==> src/rtl/fpga_cfg_pkg.sv <==
// Shared constants, FSM state encoding and beat-count helper for the fabric config loader.
// Defaults match the fpga fabric top and its wrapper.
package fpga_cfg_pkg;

    localparam int DEF_WORD_W     = 224;
    localparam int DEF_NUM_TILES  = 43;
    localparam int DEF_IN_W       = 32;
    localparam int DEF_SETTLE_CYC = 10;

    typedef enum logic [1:0] {
        ST_COLLECT = 2'd0,
        ST_WRITE   = 2'd1,
        ST_SETTLE  = 2'd2,
        ST_RUN     = 2'd3
    } cfg_state_e;

    // Number of input beats needed to fill one configuration word.
    function automatic int cfg_beats(input int word_w, input int in_w);
        return (word_w + in_w - 1) / in_w;
    endfunction

endpackage

==> src/rtl/cfg_word_packer.sv <==
// Purpose: MSB-first shift packer turning IN_W beats into one WORD_W configuration word.
// Latency: word_done/word_next are combinational with the accepting (last) beat.
// Backpressure: none inside; the caller qualifies beat_acc with its own ready.
module cfg_word_packer #(
    parameter int WORD_W = 224,
    parameter int IN_W   = 32,
    parameter int BEATS  = 7
) (
    input  logic              clock,
    input  logic              rst,
    input  logic              beat_acc,
    input  logic [IN_W-1:0]   beat_dat,
    output logic [WORD_W-1:0] word_next,
    output logic              word_done
);

    localparam int CNT_W = (BEATS > 1) ? $clog2(BEATS) : 1;
    localparam logic [CNT_W-1:0] LAST_BEAT = CNT_W'(BEATS - 1);

    logic [WORD_W-1:0] word_q;
    logic [CNT_W-1:0]  beat_cnt_q, beat_cnt_d;

    // The oldest beat is pushed out of the top; surplus bits of the first beat fall off.
    assign word_next = WORD_W'({word_q, beat_dat});
    assign word_done = beat_acc && (beat_cnt_q == LAST_BEAT);

    always_comb begin
        beat_cnt_d = beat_cnt_q;
        if (beat_acc) begin
            beat_cnt_d = (beat_cnt_q == LAST_BEAT) ? '0 : beat_cnt_q + 1'b1;
        end
    end

    always_ff @(posedge clock or negedge rst) begin
        if (!rst) begin
            word_q     <= '0;
            beat_cnt_q <= '0;
        end else begin
            beat_cnt_q <= beat_cnt_d;
            if (beat_acc) begin
                word_q <= word_next;
            end
        end
    end

endmodule

==> src/rtl/fpga_config_loader.sv <==
// Purpose: stream bitstream beats into per-tile config words, write tiles in order, then enable the fabric.
// Latency: BEATS accept cycles + 1 write cycle per tile; ff_en SETTLE_CYC+1 and rdy SETTLE_CYC+2 cycles after the last write.
// Backpressure: cfg_ready low during reset, each WRITE cycle, SETTLE and RUN; extra beats stall forever.
module fpga_config_loader
    import fpga_cfg_pkg::*;
#(
    parameter int WORD_W     = DEF_WORD_W,
    parameter int NUM_TILES  = DEF_NUM_TILES,
    parameter int IN_W       = DEF_IN_W,
    parameter int SETTLE_CYC = DEF_SETTLE_CYC
) (
    input  logic                 clock,
    input  logic                 rst,
    input  logic                 cfg_valid,
    input  logic [IN_W-1:0]      cfg_data,
    output logic                 cfg_ready,
    output logic [WORD_W-1:0]    configs_in,
    output logic [NUM_TILES-1:0] configs_en,
    output logic                 ff_en,
    output logic                 rdy
);

    localparam int BEATS  = cfg_beats(WORD_W, IN_W);
    localparam int TILE_W = (NUM_TILES > 1) ? $clog2(NUM_TILES) : 1;
    localparam int GAP_W  = $clog2(SETTLE_CYC + 1);
    localparam logic [TILE_W-1:0] LAST_TILE = TILE_W'(NUM_TILES - 1);
    localparam logic [GAP_W-1:0]  LAST_GAP  = GAP_W'(SETTLE_CYC - 1);

    cfg_state_e           state_q, state_d;
    logic                 live_q;
    logic [TILE_W-1:0]    tile_cnt_q, tile_cnt_d;
    logic [GAP_W-1:0]     gap_cnt_q, gap_cnt_d;
    logic [WORD_W-1:0]    configs_in_q;
    logic [NUM_TILES-1:0] configs_en_q, configs_en_d;
    logic                 ff_en_q, rdy_q;

    logic                 beat_acc;
    logic                 word_done;
    logic [WORD_W-1:0]    word_next;

    // live_q keeps cfg_ready low until the first edge after reset release.
    assign cfg_ready  = live_q && (state_q == ST_COLLECT);
    assign beat_acc   = cfg_valid && cfg_ready;

    assign configs_in = configs_in_q;
    assign configs_en = configs_en_q;
    assign ff_en      = ff_en_q;
    assign rdy        = rdy_q;

    cfg_word_packer #(
        .WORD_W (WORD_W),
        .IN_W   (IN_W),
        .BEATS  (BEATS)
    ) u_packer (
        .clock     (clock),
        .rst       (rst),
        .beat_acc  (beat_acc),
        .beat_dat  (cfg_data),
        .word_next (word_next),
        .word_done (word_done)
    );

    always_comb begin
        state_d      = state_q;
        tile_cnt_d   = tile_cnt_q;
        gap_cnt_d    = gap_cnt_q;
        configs_en_d = '0;
        case (state_q)
            ST_COLLECT: begin
                if (word_done) begin
                    state_d      = ST_WRITE;
                    configs_en_d = NUM_TILES'(1) << tile_cnt_q;
                end
            end
            ST_WRITE: begin
                if (tile_cnt_q < LAST_TILE) begin
                    tile_cnt_d = tile_cnt_q + 1'b1;
                    state_d    = ST_COLLECT;
                end else begin
                    gap_cnt_d = '0;
                    state_d   = ST_SETTLE;
                end
            end
            ST_SETTLE: begin
                if (gap_cnt_q == LAST_GAP) begin
                    state_d = ST_RUN;
                end else begin
                    gap_cnt_d = gap_cnt_q + 1'b1;
                end
            end
            ST_RUN: begin
                state_d = ST_RUN;
            end
            default: begin
                state_d = ST_COLLECT;
            end
        endcase
    end

    always_ff @(posedge clock or negedge rst) begin
        if (!rst) begin
            state_q      <= ST_COLLECT;
            live_q       <= 1'b0;
            tile_cnt_q   <= '0;
            gap_cnt_q    <= '0;
            configs_in_q <= '0;
            configs_en_q <= '0;
            ff_en_q      <= 1'b0;
            rdy_q        <= 1'b0;
        end else begin
            state_q      <= state_d;
            live_q       <= 1'b1;
            tile_cnt_q   <= tile_cnt_d;
            gap_cnt_q    <= gap_cnt_d;
            configs_en_q <= configs_en_d;
            if (word_done) begin
                configs_in_q <= word_next;
            end
            // rdy trails ff_en by one cycle so the fabric sees its flops enabled first.
            ff_en_q      <= (state_d == ST_RUN);
            rdy_q        <= ff_en_q;
        end
    end

endmodule

==> config.mk <==
export PLATFORM = sky130hd
export DESIGN_NAME = fpga_config_loader
export DESIGN_NICKNAME = d
export VERILOG_FILES = /design/src/rtl/fpga_cfg_pkg.sv /design/src/rtl/cfg_word_packer.sv /design/src/rtl/fpga_config_loader.sv
export SDC_FILE = /design/constraint.sdc
export NUM_CORES = 1
export LEC_CHECK = 0
export BUFFER_PORTS_ARGS = -buffer_cell sky130_fd_sc_hd__buf_2
export CAP_MARGIN = 20
export CORE_MARGIN = 2
export CORE_UTILIZATION = 56
export DETAILED_ROUTE_END_ITERATION = 8
export GPL_TIMING_DRIVEN = 0
export PLACE_DENSITY = 0.8
export SYNTH_ARGS = -nofsm -noshare
export SYNTH_HDL_FRONTEND = slang
export SYNTH_SLANG_ARGS = --single-unit
==> constraint.sdc <==
create_clock -name clock -period 2.7 [get_ports clock]
set_input_delay 0.54 -clock clock [delete_from_list [all_inputs] [get_ports clock]]
set_output_delay 0.54 -clock clock [all_outputs]
set_load 0.02 [all_outputs]
# Yosys cells after proc, flatten, opt, wreduce, memory -nomap -nowiden
# Index checks and enable logic that the tools add are counted.
[totals] regBits=477 out_inout_bits=270 wordCells=40
[classes] n_addsub=3 n_lt_le_gt_ge=1 eq_ne=8 shift=1 n_mux=10 n_reduce_logical=7
[ops] cell="2-to-1 mux 43 bit" n=2
[ops] cell="left shift 1 x 6 -> 43 bit, first input constant" n=1
[ops] cell="2-to-1 mux 4 bit" n=2
[ops] cell="one-hot mux 2 bit (4 select lines)" n=1
[ops] cell="one-hot mux 4 bit (2 select lines)" n=1
[ops] cell="adder 6 x 1 -> 6 bit, second input constant" n=1
[ops] cell="== test 2 bit, second input constant" n=3
[ops] cell="< comparator 6 bit, second input constant" n=1
[ops] cell="2-to-1 mux 2 bit" n=3
[ops] cell="adder 4 x 1 -> 4 bit, second input constant" n=1
[ops] cell="== test 4 bit, second input constant" n=1
[ops] cell="!= test 2 bit, second input constant" n=2
[ops] cell="adder 3 x 1 -> 3 bit, second input constant" n=1
[ops] cell="== test 3 bit, second input constant" n=1
[ops] cell="logical AND 1 bit" n=3
[ops] cell="2-to-1 mux 3 bit" n=1
[ops] cell="AND reduction 3 bit" n=1
[ops] cell="== test 2 x 1 -> 1 bit, second input constant" n=1
[ops] cell="zero test 2 bit" n=1
[ops] cell="AND reduction 2 bit" n=1
[ops] cell="nonzero test 2 bit" n=1

# Logic depth before layout (Yosys ltp)
# Gate-level depths: netlist of the first run.
[logic_depth] depth_word=7 mapped_depth=8 ltp_nobuf=6

# Cells and area by module
# Synthesis of the first run repeated with hierarchy kept, for this count alone.
[unflattened] cells_unflattened=1120 area_unflattened_um2=18589.1
[by_module_without_submodules] module="fpga_config_loader" n_inst=1 cells_each=668 area_each_um2=10660.2
[by_module_without_submodules] module="cfg_word_packer" n_inst=1 cells_each=452 area_each_um2=7928.9

# Least setup slack after synthesis of the first run
# Ideal clock, no wire load.
[synth_timing] kind="register to register" start="register state_q[0]" end="register configs_in_q[100] (netlist: configs_in[100])" arrival_time_ns=1.773 required_ns=2.573 path_slack_ns=0.800 path_stages_with_launch=9 n_path_buf=3 synth_period_minus_slack_ns=1.900 path_cell_list="dfrtp_1 inv_1 ha_1 nand3_2 nor3_2 buf_4 buf_4 buf_6 mux2_1"
[synth_between] elab_chain_len=4
[synth_rtl] element="start: declaration" line="fpga_config_loader.sv:29" source="cfg_state_e state_q, state_d;"
[synth_rtl] element="start signal: assignment" line="fpga_config_loader.sv:111" source="state_q <= state_d;"
[synth_rtl] element="zero test 2 bit" line="fpga_config_loader.sv:42" source="assign cfg_ready = live_q && (state_q == ST_COLLECT);"
[synth_rtl] element="logical AND 1 bit" line="fpga_config_loader.sv:42"
[synth_rtl] element="logical AND 1 bit" line="fpga_config_loader.sv:43" source="assign beat_acc = cfg_valid && cfg_ready;"
[synth_rtl] element="logical AND 1 bit" line="cfg_word_packer.sv:25" source="assign word_done = beat_acc && (beat_cnt_q == LAST_BEAT);"
[synth_rtl] element="end signal: assignment" line="fpga_config_loader.sv:117" source="configs_in_q <= word_next;"
[synth_rtl] element="end: declaration" line="fpga_config_loader.sv:33" source="logic [WORD_W-1:0] configs_in_q;"
# Every way passes these cells.
# A chain may end at the register's enable or synchronous reset.

# Worst setup path after layout of the first run
[layout_timing] start="register state_q[0]" end="register configs_in_q[197] (netlist: configs_in[197])"
# The elaborated chain is that of the path after synthesis.

==> impl_results.md, run 1 <==
- Largest net degree at the start of global routing: 127
- Number of remaining DRC errors: 0
- Setup bufs post-CTS: 0
- Final Hold Viols: 0
- Leakage Power: 12.5 nW
- Worst hold path type: input pin to async pin
- Max-cap violations: 0
- Post-synthesis sequential element count: 477
- Power per cell area: 643 nW/µm²
- GRT Overall Usage: 0.248
- Sw Ratio: 0.200
- CTS tree: built
- Switch Pwr: 2.76 mW
- First-pass GRT wire length: 65.4 mm
- IO Pins: 305
- Cell count after synthesis: 1497
- Core ar.: 31500 µm²
- Seq pwr share: 0.518
- Main combinational cell family by area after synthesis: simple AND/OR/NAND/NOR gates
- Syn_area_per_cell: 11.9 µm²
- Post-Synth Simple-Gate Area: 0.147
- Clock Tree Buf Depth: 3
- Critical Path RT: 3.11 ns
- Status: finished clean
- ANT nets after route: 0
- Root Buffer: clkbuf_16
- Die width: 182 µm
- Critical path class: register to register
- Max-slew headroom: 0.390
- Worst-Margin Slew: 0.915 ns
- Vias per inst: 5.15
- Post-synth EDFFs: 0
- Final setup viols: 0
- Post-synthesis sequential area ratio: 0.669
- Compound-Gate Fraction of Synth Area: 0.00716
- Slew Viols, Final: 0
- HPWL after detailed placement: 28.8 mm
- Syn Nets: 1545
- Diode count: 0
- Nets@finish: 1901
- Clock power frac: 0.469
- Post-CTS resize count: 0
- Worst-path clk slew: 0.06 ns
- Placer Congestion: 0.828
- Synth Area in Adders: 0.00912
- CP Capture Type: register
- Clock Skew: 0.00772 ns
- Critical path fanouts, max: 10
- Worst-Skew Late Latency: 0.54 ns
- Hold slack: 0.0957 ns
- Final wirelength: 40.2 mm
- Hold-fix buffers at CTS: 0
- Min cycle time layout: 2.51 ns
- Crit path DAT: 2.93 ns
- Initial Utilization: 0.567
- # rows: 65
- Total number of vias: 11780
- Combinational share of power: 0.013
- Top_reg_cell synth: dfrtp_1
- Fmax: 398 MHz
- TritonCTS Sinks: 477
- Fin crit share: 0.930
- CP Launch Type: register
- Area growth from synthesis to layout: 20.4%
- Initial antenna violation count: 0
- Power Total: 13.8 mW
- Multiplexer share of the synthesized area: 0.141
- Xor/xnor share of the synthesized area: 0.00147
- RSZ-0062 raised after global routing: false
- Chip height: 182 µm
- Distinct cells, synth: 34
- IO buf count: 304
- DR WL/cell: 17.6 µm
- Post-Syn Area: 17800 µm²
- H-tree depth: 2
- CTS Buf Count: 47
- Worst VDD drop: 590 µV
- Number of global-route vias before repair: 12313
- Ys async rst share: 1.00
- Ys Warns: 0
- Ratio of cells with drive above 1 in the final layout: 0.289
- Grt total ovfl: 0
- Layout filler cell count: 2260
- Die area: 33300 µm²
- Pint: 11.0 mW
- Initial DRT Pass Iterations: 5
- Initial DRC count: 771
## stage by stage
stage	worst slack [ns]	util	cells	area, µm²	setup TNS, ns
6_report	0.188	0.682	2286	21500	0
3_5_place_dp	0.185	0.634	2206	20000	0
2_1_floorplan	0.800	-	1497	17800	0
3_3_place_gp	-8.00	0.631	2203	19900	-3786.65
5_1_grt	0.0758	0.682	2286	21500	0
4_1_cts	0.171	0.682	2286	21500	0
## cells in the mapped netlist, drive strengths merged (3+ instances only)
master,count,area share
nor2,44,0.0093
nand4,4,0.0014
clkbuf,32,0.0067
dfrtp,477,0.67
mux2,224,0.14
nand2b,4,0.0014
nand3,6,0.0020
xnor2,3,0.0015
ha,13,0.0091
nand2,600,0.13
inv,10,0.0021
and2,10,0.0035
buf,42,0.016
o21ai,10,0.0028
## worst max-delay path, stage by stage, from the launching register on
cell and delay [ns]:
dfrtp_1 0.42, inv_1 0.12, ha_1 0.21, nand3_2 0.26
nor3_2 0.25, buf_2 0.39, buf_2 0.35, mux2_2 0.37
## worst paths after layout
check                                                   endpoint  slack [ns]  depth (start not counted)                  from
worst max-delay path                 configs_in[197]$_DFFE_PN0P_        0.19                          7  state_q[0]$_DFF_PN0_
worst min-delay path                   configs_in[3]$_DFFE_PN0P_         0.1                          1                   rst
worst max register to register       configs_in[197]$_DFFE_PN0P_        0.19                          7  state_q[0]$_DFF_PN0_
worst min register to register                     rdy$_DFF_PN0_        0.40                          0       ff_en$_DFF_PN0_
max in group asynchronous       u_packer.word_q[152]$_DFFE_PN0N_        1.00                          3                   rst
min in group clock                u_packer.word_q[9]$_DFFE_PN0N_        0.21                          3           cfg_data[9]
## power by group through the flow
stage	clock network, mW	logic [mW]	registers, mW
floorplan	0	0.00106	7.28
global placement	0	0.168	7.28
detailed placement	0	0.190	7.28
CTS	6.59	0.190	7.15
global route	6.91	0.213	7.14
finish	6.47	0.181	7.15
## registers in the layout (all words and copies together), names as in the netlist, 2 cells and up
signal,cells
configs_en,43
configs_in,224
state_q,2
u_packer.word_q,192
gap_cnt_q,4
u_packer.beat_cnt_q,3
tile_cnt_q,6
## placed cells by master (no fill, tap or decap), types with 2 or more instances in the layout
cell,netlist,final
bufinv_16,0,5
xnor2_1,3,3
buf_2,29,332
nor2_1,44,44
mux2_1,100,100
buf_6,10,10
and2_1,10,10
o31ai_1,2,2
nand2_1,600,600
nand3_1,5,5
clkinvlp_4,0,2
clkbuf_16,0,47
mux2_2,124,124
buf_4,2,2
and3_1,2,2
buf_16,0,3
inv_1,10,10
clkinv_2,0,9
clkbuf_1,32,41
dfrtp_1,477,477
nand4b_1,2,2
clkbuf_8,0,7
o21ai_0,10,10
nand4_1,4,4
nand2b_1,4,4
ha_1,13,13
## layer usage
metal,share of wire,global-route usage,vias to the layer above
met3,0.055,0.0481,91
met1,0.43,0.334,5807
met2,0.48,0.404,345
met5,0,0,-
li1,-,-,5537
met4,0.039,0.0997,0
## kinds of logic (layout without fill, tap and decap cells)
| kind of cell | Yosys count | after routing |
|---|---|---|
| xor+xnor | 3 | 3 |
| compound gates | 20 | 20 |
| simple gates | 675 | 675 |
| fa+ha+maj | 13 | 13 |
| buf+inv | 84 | 471 |
| flops | 477 | 477 |
| other cells | 1 | 1 |
| mux | 224 | 224 |
## cell type report
cell class	count	area (µm²)	share of cell area
sequential	477	11900	0.556
timing repair buffer	307	1610	0.0752
tap	402	503	0.0234
clock inverter	17	219	0.0102
multi-input combinational	936	5460	0.254
clock buffer	63	1310	0.0608
inverter	10	37.5	0.00175
buffer	74	397	0.0185
No activity file was read; power rests on OpenSTA's default activity.
==> run 2, diff against run 1 <==
- REMOVE_ABC_BUFFERS: unset -> 1
==> impl_results.md, run 2 (synthesis gave the netlist of run 1 again) <==
- Clock Skew: 0.0316 ns (was 0.00772 ns)
- Most common cell after layout, fill and taps aside: nand2_1 (unchanged)
- Post-Layout Cell Count: 2253 (was 2286)
- Fin area: 21900 µm² (was 21500 µm²)
- Max-slew headroom: 0.513 (was 0.390)
- Final wirelength: 39.1 mm (was 40.2 mm)
- Largest net degree at the start of global routing: 126 (was 127)
- Chip height: 182 µm (unchanged)
- ANT nets after route: 0 (unchanged)
- Critical Path RT: 3.11 ns (about the same)
- Worst-path clk slew: 0.06 ns (about the same)
- Vias per inst: 5.24 (was 5.15)
- # rows: 65 (unchanged)
- Initial antenna violation count: 0 (unchanged)
- Core Util, Final: 0.694 (was 0.682)
- TritonCTS Sinks: 477 (unchanged)
- Slew Viols, Final: 0 (unchanged)
- Ratio of cells with drive above 1 in the final layout: 0.292 (was 0.289)
- Worst-Margin Slew: 0.731 ns (was 0.915 ns)
- Grt total ovfl: 0 (unchanged)
- Diode count: 0 (unchanged)
- Initial Utilization: 0.567 (unchanged)
- FF/Latch Area: 11900 µm² (unchanged)
- Final Hold Viols: 0 (unchanged)
- Dpl cells: 2152 (was 2206)
- Total number of vias: 11803 (was 11780)
- Status: finished clean (unchanged)
- Worst-Skew Late Latency: 0.55 ns (was 0.54 ns)
- HPWL after detailed placement: 24.0 mm (was 28.8 mm)
- Most frequent cells in the layout: nand2_1 (600), dfrtp_1 (477), buf_2 (303), mux2_2 (124), mux2_1 (100) (was nand2_1 (600), dfrtp_1 (477), buf_2 (332), mux2_2 (124), mux2_1 (100))
- Final setup viols: 0 (unchanged)
- DR WL/cell: 17.4 µm (was 17.6 µm)
- Max reg flops: 224 (unchanged)
- CTS Buf Count: 48 (was 47)
- Initial DRT Pass Iterations: 6 (was 5)
- Die area: 33300 µm² (unchanged)
- H-tree depth: 2 (unchanged)
- IO Pins: 305 (unchanged)
- Power per cell area: 649 nW/µm² (was 643 nW/µm²)
- Die width: 182 µm (unchanged)
- Clock Tree Buf Depth: 3 (unchanged)
- Nets@finish: 1862 (was 1901)
- Critical path fanouts, max: 18 (was 10)
- Area growth from synthesis to layout: 22.6% (was 20.4%)
- Area of the multi-input gates: 5510 µm² (was 5460 µm²)
- Leakage Power: 12.6 nW (was 12.5 nW)
- Number of remaining DRC errors: 0 (unchanged)
- CP Capture Type: register (unchanged)
- Number of global-route vias before repair: 12316 (was 12313)
- Worst setup margin: 0.130 ns (was 0.188 ns)
- Layout filler cell count: 2218 (was 2260)
- Initial DRC count: 720 (was 771)
- GRT Overall Usage: 0.237 (was 0.248)
- Worst hold path type: input pin to register (was input pin to async pin)
- Crit path DAT: 2.98 ns (was 2.93 ns)
- Root Buffer: clkbuf_16 (unchanged)
- CP Launch Type: register (unchanged)
- Fmax: 389 MHz (was 398 MHz)
- First-pass GRT wire length: 63.6 mm (was 65.4 mm)
- Placer Congestion: 0.752 (was 0.828)
- Setup_tns: 0 ns (unchanged)
- Pre-CTS WS: -0.709 ns (was 0.185 ns)
- RSZ-0062 raised after global routing: false (unchanged)
- Critical path class: register to register (unchanged)
- Max-cap violations: 0 (unchanged)
- Core ar.: 31500 µm² (unchanged)
- IO buf count: 304 (unchanged)
- CTS tree: built (unchanged)
- Min cycle time layout: 2.57 ns (was 2.51 ns)
- Worst VDD drop: 543 µV (was 590 µV)
- Dpl cell area: 20100 µm² (was 20000 µm²)
- Fin crit share: 0.952 (was 0.930)
run 2: cell types whose count changed in the layout (fill, tap and decap cells not counted), moves of 2 or more:
| cell | previous run | this run |
|---|---|---|
| buf_12 | 0 | 3 |
| buf_16 | 3 | 17 |
| buf_2 | 332 | 303 |
| buf_4 | 2 | 9 |
| buf_6 | 10 | 0 |
| buf_8 | 1 | 5 |
| clkbuf_1 | 41 | 14 |
| clkbuf_16 | 47 | 51 |
| clkinvlp_4 | 2 | 0 |
run 2: cell type report:
| type | instances | area share |
|---|---|---|
| clock inverters | 16 | 0.0112 |
| flip-flops and latches | 477 | 0.546 |
| inverters | 10 | 0.00172 |
| clock buffers | 71 | 0.0641 |
| well taps | 402 | 0.0230 |
| multi-input cells | 938 | 0.252 |
| repair buffers | 339 | 0.102 |
run 2: worst paths after layout:
check / startpoint / endpoint / slack [ns] / depth (start not counted)
setup / recovery: state_q[0]$_DFF_PN0_ / configs_in[36]$_DFFE_PN0P_ / 0.13 / 11
hold / removal: cfg_data[17] / u_packer.word_q[17]$_DFFE_PN0N_ / 0.20 / 3
setup reg to reg: state_q[0]$_DFF_PN0_ / configs_in[36]$_DFFE_PN0P_ / 0.13 / 11
hold reg to reg: ff_en$_DFF_PN0_ / rdy$_DFF_PN0_ / 0.39 / 0
max in group asynchronous: rst / u_packer.word_q[184]$_DFFE_PN0N_ / 0.37 / 5
min in group asynchronous: rst / configs_en[20]$_DFF_PN0_ / 0.52 / 2
run 2: power by group:
group          internal (mW)  total [mW]  switching (mW)  leakage, nW
logic                 0.0407       0.194           0.153         5.13
registers               7.15        7.15         0.00316         6.63
clock network           4.16        6.85            2.68        0.811
total                   11.4        14.2            2.84         12.6
run 2: timing repair:
action	in CTS	in global routing
endpoints found under the setup margin	241	155
pin swaps	4	1
hold buffers	1	0
setup buffers	8	2
gates resized for setup	2	0
endpoints found under the hold margin	64	0
gates cloned	2	1
run 2: layer usage:
metal  vias to the layer above  track usage  wire length [µm]
li1                       5440            -                 -
met1                      5911        0.306             16200
met2                       353        0.400             19300
met3                        99       0.0437              2140
met4                         0       0.0974              1450
met5                         -            0                 0
run 2: critical path, stage by stage, from the launching register on:
cell and delay, ns:
dfrtp_1 0.44, inv_1 0.17, ha_4 0.19, nand3_4 0.10, nor3_4 0.13, buf_4 0.17, buf_16 0.17, buf_16 0.17
buf_16 0.18, buf_16 0.17, buf_16 0.16, mux2_2 0.35
run 2: per-stage QoR:
stage	power [mW]	hold WS (ns)
3_3_place_gp	7.45	0.375
5_1_grt	14.6	0.198
6_report	14.2	0.195
3_5_place_dp	7.48	0.365
2_1_floorplan	7.28	0.244
4_1_cts	14.3	0.180
